## config.mk

```make
export PLATFORM = sky130hd
export DESIGN_NAME = i2s_receiver
export DESIGN_NICKNAME = d
export VERILOG_FILES = /design/src/rtl/audio_pkg.sv /design/src/rtl/sync_edge_detect.sv /design/src/rtl/i2s_receiver.sv
export SDC_FILE = /design/constraint.sdc
export NUM_CORES = 1
export LEC_CHECK = 0
export ABC_AREA = 1
export CAP_MARGIN = 20
export CORE_ASPECT_RATIO = 1.1
export CORE_MARGIN = 3
export CORE_UTILIZATION = 50
export CTS_BUF_LIST = sky130_fd_sc_hd__clkbuf_8
export CTS_CLUSTER_SIZE = 40
export DETAILED_ROUTE_END_ITERATION = 12
export GPL_TIMING_DRIVEN = 0
export PLACE_DENSITY_LB_ADDON = 0.08
export SETUP_SLACK_MARGIN = 0.5
export SLEW_MARGIN = 30
export SYNTH_ARGS = -nofsm -noshare
export SYNTH_HDL_FRONTEND = slang
export SYNTH_HIERARCHICAL = 1
export SYNTH_SLANG_ARGS = --single-unit
```

## constraint.sdc

```tcl
create_clock -name i_clock -period 2.4 [get_ports i_clock]
set_clock_uncertainty 0.15 [all_clocks]
set_input_delay 0.48 -clock i_clock [delete_from_list [all_inputs] [get_ports i_clock]]
set_output_delay 0.48 -clock i_clock [all_outputs]
set_load 0.01 [all_outputs]
```

## src/rtl/audio_pkg.sv

```systemverilog
// Shared audio definitions: default sample width and I2S receiver state encoding.
package audio_pkg;

    localparam int unsigned SAMPLE_WIDTH = 24;

    typedef enum logic [1:0] {
        WAIT_SYNC,
        LEFT,
        RIGHT
    } i2s_state_t;

endpackage

```

## src/rtl/sync_edge_detect.sv

```systemverilog
// N-stage synchroniser for an asynchronous input, with an optional rising-edge strobe
// taken from one extra flop behind the last synchroniser stage.
module sync_edge_detect #(
    parameter int unsigned Stages     = 2,
    parameter bit          EdgeDetect = 1'b0
) (
    input  logic clk_i,
    input  logic rst_i,
    input  logic d_i,
    output logic q_o,
    output logic rise_o
);

    logic [Stages-1:0] sync_q;

    // Shift the asynchronous input through the synchroniser chain.
    always_ff @(posedge clk_i) begin
        if (rst_i) begin
            sync_q <= '0;
        end else begin
            sync_q <= {sync_q[Stages-2:0], d_i};
        end
    end

    assign q_o = sync_q[Stages-1];

    if (EdgeDetect) begin : g_edge
        logic last_q;

        // Delay the synchronised level by one cycle to spot a 0->1 transition.
        always_ff @(posedge clk_i) begin
            if (rst_i) begin
                last_q <= 1'b0;
            end else begin
                last_q <= sync_q[Stages-1];
            end
        end

        assign rise_o = sync_q[Stages-1] & ~last_q;
    end else begin : g_no_edge
        assign rise_o = 1'b0;
    end

endmodule

```

## src/rtl/i2s_receiver.sv

```systemverilog
// I2S ADC deserialiser: synchronises BCLK/LRCLK/DATA into the system clock domain and
// emits one left/right sample pair per LR period with a single-cycle valid strobe.
module i2s_receiver
    import audio_pkg::*;
#(
    parameter int unsigned DATA_WIDTH  = SAMPLE_WIDTH,
    parameter int unsigned SYNC_STAGES = 2,
    parameter int unsigned CNT_WIDTH   = 6
) (
    input  logic                  i_clock,
    input  logic                  i_reset,
    input  logic                  i_codec_bit_clock,
    input  logic                  i_codec_lr_clock,
    input  logic                  i_codec_adc_data,
    output logic [DATA_WIDTH-1:0] o_left_data,
    output logic [DATA_WIDTH-1:0] o_right_data,
    output logic                  o_valid,
    output logic                  o_error
);

    logic bit_edge, bclk_level, lr_s, lr_rise, data_s, data_rise;
    logic unused_sync;

    sync_edge_detect #(.Stages(SYNC_STAGES), .EdgeDetect(1'b1)) u_sync_bclk (
        .clk_i  (i_clock),
        .rst_i  (i_reset),
        .d_i    (i_codec_bit_clock),
        .q_o    (bclk_level),
        .rise_o (bit_edge)
    );

    sync_edge_detect #(.Stages(SYNC_STAGES), .EdgeDetect(1'b0)) u_sync_lr (
        .clk_i  (i_clock),
        .rst_i  (i_reset),
        .d_i    (i_codec_lr_clock),
        .q_o    (lr_s),
        .rise_o (lr_rise)
    );

    sync_edge_detect #(.Stages(SYNC_STAGES), .EdgeDetect(1'b0)) u_sync_data (
        .clk_i  (i_clock),
        .rst_i  (i_reset),
        .d_i    (i_codec_adc_data),
        .q_o    (data_s),
        .rise_o (data_rise)
    );

    assign unused_sync = ^{bclk_level, lr_rise, data_rise};

    i2s_state_t            state_q, state_d;
    logic                  lr_prev_q, lr_prev_d;
    logic                  left_ok_q, left_ok_d;
    logic [CNT_WIDTH-1:0]  cnt_q, cnt_d, cnt_inc;
    logic [DATA_WIDTH-1:0] shift_q, shift_d, shift_in;
    logic [DATA_WIDTH-1:0] hold_q, hold_d;
    logic [DATA_WIDTH-1:0] left_q, left_d, right_q, right_d;
    logic                  valid_q, valid_d, error_q, error_d;
    logic                  word_ok;

    // Per-bit datapath candidates: saturating counter and capped shift-in.
    always_comb begin
        cnt_inc  = (cnt_q == '1) ? cnt_q : cnt_q + 1'b1;
        shift_in = (32'(cnt_q) < DATA_WIDTH) ? {shift_q[DATA_WIDTH-2:0], data_s} : shift_q;
        word_ok  = (32'(cnt_inc) >= DATA_WIDTH);
    end

    // Framing FSM: acts only on BCLK rising edges; closes a slot on each LR change.
    always_comb begin
        state_d   = state_q;
        lr_prev_d = lr_prev_q;
        left_ok_d = left_ok_q;
        cnt_d     = cnt_q;
        shift_d   = shift_q;
        hold_d    = hold_q;
        left_d    = left_q;
        right_d   = right_q;
        valid_d   = 1'b0;
        error_d   = 1'b0;
        if (bit_edge) begin
            lr_prev_d = lr_s;
            case (state_q)
                WAIT_SYNC: begin
                    // Lock on at a right-to-left boundary; the next bit is a left MSB.
                    if (lr_prev_q && !lr_s) begin
                        state_d = LEFT;
                        cnt_d   = '0;
                        shift_d = '0;
                    end
                end
                LEFT, RIGHT: begin
                    shift_d = shift_in;
                    cnt_d   = cnt_inc;
                    if (lr_s != lr_prev_q) begin
                        // The bit on the LR-change edge is the LSB of the slot being closed.
                        error_d = !word_ok;
                        if (state_q == LEFT) begin
                            if (word_ok) begin
                                hold_d    = shift_in;
                                left_ok_d = 1'b1;
                            end
                            state_d = RIGHT;
                        end else begin
                            if (word_ok && left_ok_q) begin
                                left_d  = hold_q;
                                right_d = shift_in;
                                valid_d = 1'b1;
                            end
                            left_ok_d = 1'b0;
                            state_d   = LEFT;
                        end
                        shift_d = '0;
                        cnt_d   = '0;
                    end
                end
                default: state_d = WAIT_SYNC;
            endcase
        end
    end

    // State and output registers with synchronous reset.
    always_ff @(posedge i_clock) begin
        if (i_reset) begin
            state_q   <= WAIT_SYNC;
            lr_prev_q <= 1'b0;
            left_ok_q <= 1'b0;
            cnt_q     <= '0;
            shift_q   <= '0;
            hold_q    <= '0;
            left_q    <= '0;
            right_q   <= '0;
            valid_q   <= 1'b0;
            error_q   <= 1'b0;
        end else begin
            state_q   <= state_d;
            lr_prev_q <= lr_prev_d;
            left_ok_q <= left_ok_d;
            cnt_q     <= cnt_d;
            shift_q   <= shift_d;
            hold_q    <= hold_d;
            left_q    <= left_d;
            right_q   <= right_d;
            valid_q   <= valid_d;
            error_q   <= error_d;
        end
    end

    assign o_left_data  = left_q;
    assign o_right_data = right_q;
    assign o_valid      = valid_q;
    assign o_error      = error_q;

endmodule

```

==> results of run 1 <==
## stage by stage
stage / hold WS [ns] / setup TNS, ns
2_1_floorplan: 0.2383 / 0
3_3_place_gp: 0.2410 / -12.04
3_5_place_dp: 0.2485 / -11.37
4_1_cts: 0.2587 / 0
5_1_grt: 0.2680 / 0
6_report: 0.2565 / 0
## critical path, delay by kind of cell, from the launching register on
family,cells,cell delay (ns)
AND/OR/NAND/NOR,4,0.51
flip-flops,1,0.34
adder cells (fa/ha/maj),1,0.21
buffers and inverters,5,0.65
## final timing paths
check / start / endpoint / slack [ns] / cells after the start
min: u_sync_bclk/sync_q[0] / u_sync_bclk/sync_q[1] / 0.26 / 2
max reg2reg: state_q[1] / o_left_data[0] / 0.43 / 10
min reg2reg: u_sync_bclk/sync_q[0] / u_sync_bclk/sync_q[1] / 0.26 / 2
max: state_q[1] / o_left_data[0] / 0.43 / 10
## layout make-up
class / instances / share of cell area, %
timing repair buffer: 75 / 10.79
clock inverter: 12 / 2.076
multi-input combinational: 490 / 36.67
buffer: 47 / 6.155
clock buffer: 19 / 3.875
sequential: 115 / 34.22
tap: 120 / 2.225
inverter: 71 / 3.986
## registers in the layout, indices dropped and copies added (netlist names)
signal / count
cnt_q: 6
u_sync_bclk/sync_q: 2
o_left_data: 24
u_sync_data/sync_q: 2
o_right_data: 24
shift_q: 24
left_ok_q: 1
u_sync_lr/sync_q: 2
o_valid: 1
u_sync_bclk/g_edge.last_q: 1
hold_q: 24
o_error: 1
lr_prev_q: 1
state_q: 2
## power by group through the flow
stage	clock, mW	sequential, mW	combinational, mW
detailed placement	0	1.96	0.0918
CTS	1.86	1.92	0.0962
floorplan	0	1.96	0.0609
global route	1.94	1.92	0.116
finish	1.84	1.92	0.103
global placement	0	1.96	0.0908
## per-layer routing
metal	vias up	track usage, %	share of wire (%)
met3	27	4.637	4.8
li1	2471	-	-
met1	2337	28.96	42
met2	151	40.92	51
met5	-	0	0
met4	0	9.361	2.1
## cells in the final DEF, fill, tap and decap left out, types with 4 or more instances in the layout
master and instances:
clkbuf_8 23, a21oi_2 21, a21oi_1 71, nand2_4 4, o21ai_0 8, buf_6 12, buf_4 21, nor2_1 94
clkinv_2 4, clkbuf_1 8, clkbuf_4 4, inv_2 4, dfxtp_1 109, dlygate4sd2_1 50, nand3b_1 19, nand3_1 49
nand2_2 10, o21ai_1 17, dfxtp_2 6, nand2_1 171, buf_2 6, buf_12 4, nor2_2 5, inv_1 68
## repair_timing
action,4_1_cts,5_1_grt
setup buffers,11,5
setup endpoints to repair,151,102
pin swaps,14,38
cloned,4,2
gates resized for setup,124,59
==> impl_metrics.env, run 1 <==
export IMPL_crit_top_cell="buf_4"
export IMPL_crit_type="reg -> reg"
export IMPL_maxSlewViolCount=0
export IMPL_drt_iter0_markers=264
export IMPL_initial_core_util_pct=51.58
export IMPL_place_ws_ns=-0.3922
export IMPL_cp_start_kind="flop"
export IMPL_rows=38
export IMPL_via_per_inst=5.254
export IMPL_final_util_pct=68.24
export IMPL_worstSkewPairLatency_ns=0.43
export IMPL_grtUsageTotal_pct=23.83
export IMPL_cp_required_ns=2.56
export IMPL_fmax_mhz=508.4
export IMPL_io_pins=55
export IMPL_layout_min_cycle_time_ns=1.967
export IMPL_hold_class="reg -> reg"
export IMPL_dpl_hpwl_um=8940
export IMPL_worstMarginPinSlew_ns=0.5062
export IMPL_fp_dieW_um=102.3
export IMPL_yosys_warnings=6
export IMPL_core_um2=9889
export IMPL_status="complete, no violations"
export IMPL_combPwrFrac_pct=2.7
export IMPL_first_pass_iters=5
export IMPL_cap_viol_max_count=0
export IMPL_cts_root_buf="clkbuf_8"
export IMPL_powerDensity_nw_per_um2=572.1
export IMPL_detail_route_antenna_nets=0
export IMPL_cts_buffers=17
export IMPL_slowest_stage="dfxtp_2"
export IMPL_dieHeight_um=111.9
export IMPL_grt_pass1_vias=4742
export IMPL_clkPwrFrac_pct=47.7
export IMPL_path_clk_slew_ns=0.07
export IMPL_cts_buffer_depth=2
export IMPL_crit_fanout=10
export IMPL_clock_sinks=115
export IMPL_ir_drop_mv=0.3895
export IMPL_multiInputGateArea_um2=2475
export IMPL_leakagePower_nw=3.131
export IMPL_overflow=0
export IMPL_seqCellArea_um2=2310
export IMPL_cts_tree="yes"
export IMPL_switching_share_pct=22.07
export IMPL_antenna_found_initial=0
export IMPL_finalPower_mw=3.861
export IMPL_vias=4986
export IMPL_timing_final_ws_setup_ns=0.4331
export IMPL_cp_end_kind="flop"
export IMPL_diodes=0
export IMPL_fill_cells=886
export IMPL_area_delta_synth_final_pct=32.30
export IMPL_p_switching_uw=852.4
export IMPL_placed_area_um2=5804
export IMPL_grt_first_pass_wirelength_um=21740
export IMPL_grt_max_degree=17
export IMPL_final_cell_area_um2=6749
export IMPL_intPower_mw=3.009
export IMPL_rsz0062_at_grt="true"
export IMPL_drcViolationCount=0
export IMPL_fin_crit_sh_pct=81.95
export IMPL_gp_congestion=0.9017
export IMPL_drive_gt1_share_pct=18.70
export IMPL_h_tree_depth=4
export IMPL_port_buffers=54
export IMPL_avgSynthCellArea_um2=7.065
export IMPL_setup_viol=0
export IMPL_power_frac_seq_pct=49.7
export IMPL_synth_nets=733
export IMPL_final_cells=949
export IMPL_netlist_area_um2=5101
export IMPL_netlist_instances=722
export IMPL_hold_violations=0
export IMPL_nets=828
export IMPL_worstPathArrival_ns=2.13
export IMPL_slowest_delay_ns=0.34
export IMPL_route_detailed_wl_per_inst_um=14.15
export IMPL_dp_cells=896
export IMPL_totalWireLength_um=13430
export IMPL_crit_chain="inv_2, buf_4, buf_4, ha_2, nor3b_4, buf_6, clkbuf_8, nand3b_1, nand2_1, nor2_1"
export IMPL_hold_buffers=0
export IMPL_dieArea_um2=11450
export IMPL_max_slew_margin_rel_pct=65.89
Power figures use the tool's default switching activity.
==> run 2: changes to the inputs <==
==> constraint.sdc (replaced) <==
create_clock -name i_clock -period 2 [get_ports i_clock]
set_clock_uncertainty 0.15 [all_clocks]
set_input_delay 0.4 -clock i_clock [delete_from_list [all_inputs] [get_ports i_clock]]
set_output_delay 0.4 -clock i_clock [all_outputs]
set_load 0.01 [all_outputs]
==> run 2 against run 1 <==
Against the previous run: the run now ends with setup timing left; via count is 6.0% higher; worst hold slack got worse by 0.0032 ns; die area did not move; largest cell class unchanged.
==> impl_metrics.env, run 2 (synthesis results as in run 1) <==
export IMPL_status="complete, but fails checks"
export IMPL_violations="setup timing"
export IMPL_powerDensity_nw_per_um2=673.9
export IMPL_grt_pass1_vias=4624
export IMPL_grt_util_met3_pct=6.454
export IMPL_crit_fanout=10
export IMPL_grt_busiest_layer="met2"
export IMPL_gp_congestion=0.8933
export IMPL_switching_share_pct=20.89
export IMPL_crit_type="reg -> reg"
export IMPL_combPwrFrac_pct=3.0
export IMPL_finalPower_mw=5.062
export IMPL_cts_buffer_depth=2
export IMPL_intPower_mw=4.005
export IMPL_final_common_cell="nand2_1"
export IMPL_initial_core_util_pct=51.58
export IMPL_overflow=0
export IMPL_power_frac_seq_pct=45.4
export IMPL_tns_ns=-0.02400
export IMPL_h_tree_depth=4
export IMPL_drcViolationCount=0
export IMPL_fill_cells=692
export IMPL_detail_route_antenna_nets=0
export IMPL_maxSlewViolCount=0
export IMPL_path_delay_family="simple AND/OR/NAND/NOR gates"
export IMPL_cp_required_ns=2.22
export IMPL_dieArea_um2=11450
export IMPL_via_per_inst=5.470
export IMPL_grt_max_degree=17
export IMPL_fp_dieW_um=102.3
export IMPL_fin_crit_sh_pct=100.3
export IMPL_dieHeight_um=111.9
export IMPL_first_pass_iters=5
export IMPL_totalWireLength_um=15820
export IMPL_area_delta_synth_final_pct=47.24
export IMPL_port_buffers=54
export IMPL_layout_common_cells="nand2_1 (138), nor2_1 (94), dfxtp_1 (70)"
export IMPL_reg2reg_slack_ns=-0.006
export IMPL_slowest_stage="dfxtp_2"
export IMPL_rsz0062_at_grt="true"
export IMPL_cp_start_kind="flop"
export IMPL_cp_num_cells=11
export IMPL_clock_sinks=115
export IMPL_slowest_delay_ns=0.35
export IMPL_layout_min_cycle_time_ns=2.006
export IMPL_final_util_pct=75.95
export IMPL_timing_final_ws_setup_ns=-0.006165
export IMPL_leakagePower_nw=3.289
export IMPL_worstSkewPairLatency_ns=0.44
export IMPL_setup_viol=5
export IMPL_cts_tree="yes"
export IMPL_grt_first_pass_wirelength_um=21510
export IMPL_grtUsageTotal_pct=23.77
export IMPL_p_switching_mw=1.057
export IMPL_antenna_found_initial=0
export IMPL_use_met2_pct=39.19
export IMPL_hold_violations=0
export IMPL_worstPathArrival_ns=2.22
export IMPL_cp_endpoint="o_left_data[14]"
export IMPL_worstMarginPinSlew_ns=0.7568
export IMPL_cts_buffers=17
export IMPL_route_detailed_wl_per_inst_um=16.37
export IMPL_dpl_hpwl_um=8799
export IMPL_rr_endpoint="o_left_data[14]"
export IMPL_cap_viol_max_count=0
export IMPL_reg2reg_from="state_q[0]"
export IMPL_rr_worst_depth=11
export IMPL_nets=844
export IMPL_max_slew_margin_rel_pct=49.54
export IMPL_min_path_cells=2
export IMPL_fmax_mhz=498.5
export IMPL_crit_chain="inv_2, ha_4, inv_4, nor2_4, nand2_4, nor3b_4, buf_6, buf_12, buf_8, a21oi_1, nor2_1"
export IMPL_diodes=0
export IMPL_drt_iter0_markers=243
export IMPL_io_pins=55
export IMPL_crit_path_start="state_q[0]"
export IMPL_rows=38
export IMPL_vias=5284
export IMPL_hold_class="reg -> reg"
export IMPL_cts_root_buf="clkbuf_8"
export IMPL_core_um2=9889
export IMPL_path_clk_slew_ns=0.07
export IMPL_grtUsageMet1_pct=27.93
export IMPL_drive_gt1_share_pct=41.37
export IMPL_cp_end_kind="flop"
export IMPL_critPathBufInv=5
export IMPL_clkPwrFrac_pct=51.5
export IMPL_ir_drop_mv=0.5391
==> run 2: what timing repair did <==
action / CTS / global route
setup endpoints to repair: 158 / 157
hold buffers: 0 / 0
pin swaps: 2 / 41
gates cloned: 3 / 8
setup buffers: 10 / 17
resized for setup: 70 / 320
==> run 2: layer usage <==
layer  up-vias  routed length (um)
met2       216                8151
met5         -                   0
li1       2515                   -
met3        61                 949
met4         0                 676
met1      2492                6040
==> run 2: final cells by class <==
type,count,area [um^2],area share [%]
multi-input combinational,491,3013,40.11
sequential,115,2364,31.47
timing repair buffer,90,757.0,10.08
buffer,47,480.5,6.397
inverter,71,271.5,3.615
clock buffer,19,261.5,3.482
clock inverter,13,214.0,2.849
tap,120,150.1,1.999
==> run 2: power groups by stage <==
stage          clock, mW  sequential, mW  combinational, mW
2_1_floorplan          0            2.35             0.0756
3_5_place_dp           0            2.35              0.111
4_1_cts             2.63            2.30              0.118
3_3_place_gp           0            2.35              0.109
6_report            2.61            2.30              0.154
5_1_grt             2.73            2.30              0.167
==> run 2: worst min path at each step <==
stage                                from                    end
floorplan           u_sync_bclk/sync_q[0]  u_sync_bclk/sync_q[1]
global placement    u_sync_bclk/sync_q[0]  u_sync_bclk/sync_q[1]
detailed placement  u_sync_bclk/sync_q[0]  u_sync_bclk/sync_q[1]
CTS                 u_sync_data/sync_q[0]  u_sync_data/sync_q[1]
global route        u_sync_bclk/sync_q[0]  u_sync_bclk/sync_q[1]
finish              u_sync_bclk/sync_q[0]  u_sync_bclk/sync_q[1]
==> run 2: worst register-to-register path, delay by kind of cell, from the launching register on <==
family	cells	cell delay, ns
and+or+nand+nor	4	0.55
buffers and inverters	5	0.53
DFF	1	0.35
adders and majority gates	1	0.28
AOI/OAI and AO/OA	1	0.07
==> run 2: metrics by stage <==
step	instance area, um^2	setup WS (ns)	hold slack (ns)	instances
2_1_floorplan	5244	0.2231	0.2383	722
3_3_place_gp	5934	-0.7307	0.2397	896
3_5_place_dp	5934	-0.7449	0.2494	896
4_1_cts	6748	0.07665	0.2574	941
5_1_grt	7511	-0.09379	0.2676	966
6_report	7511	-0.006165	0.2533	966
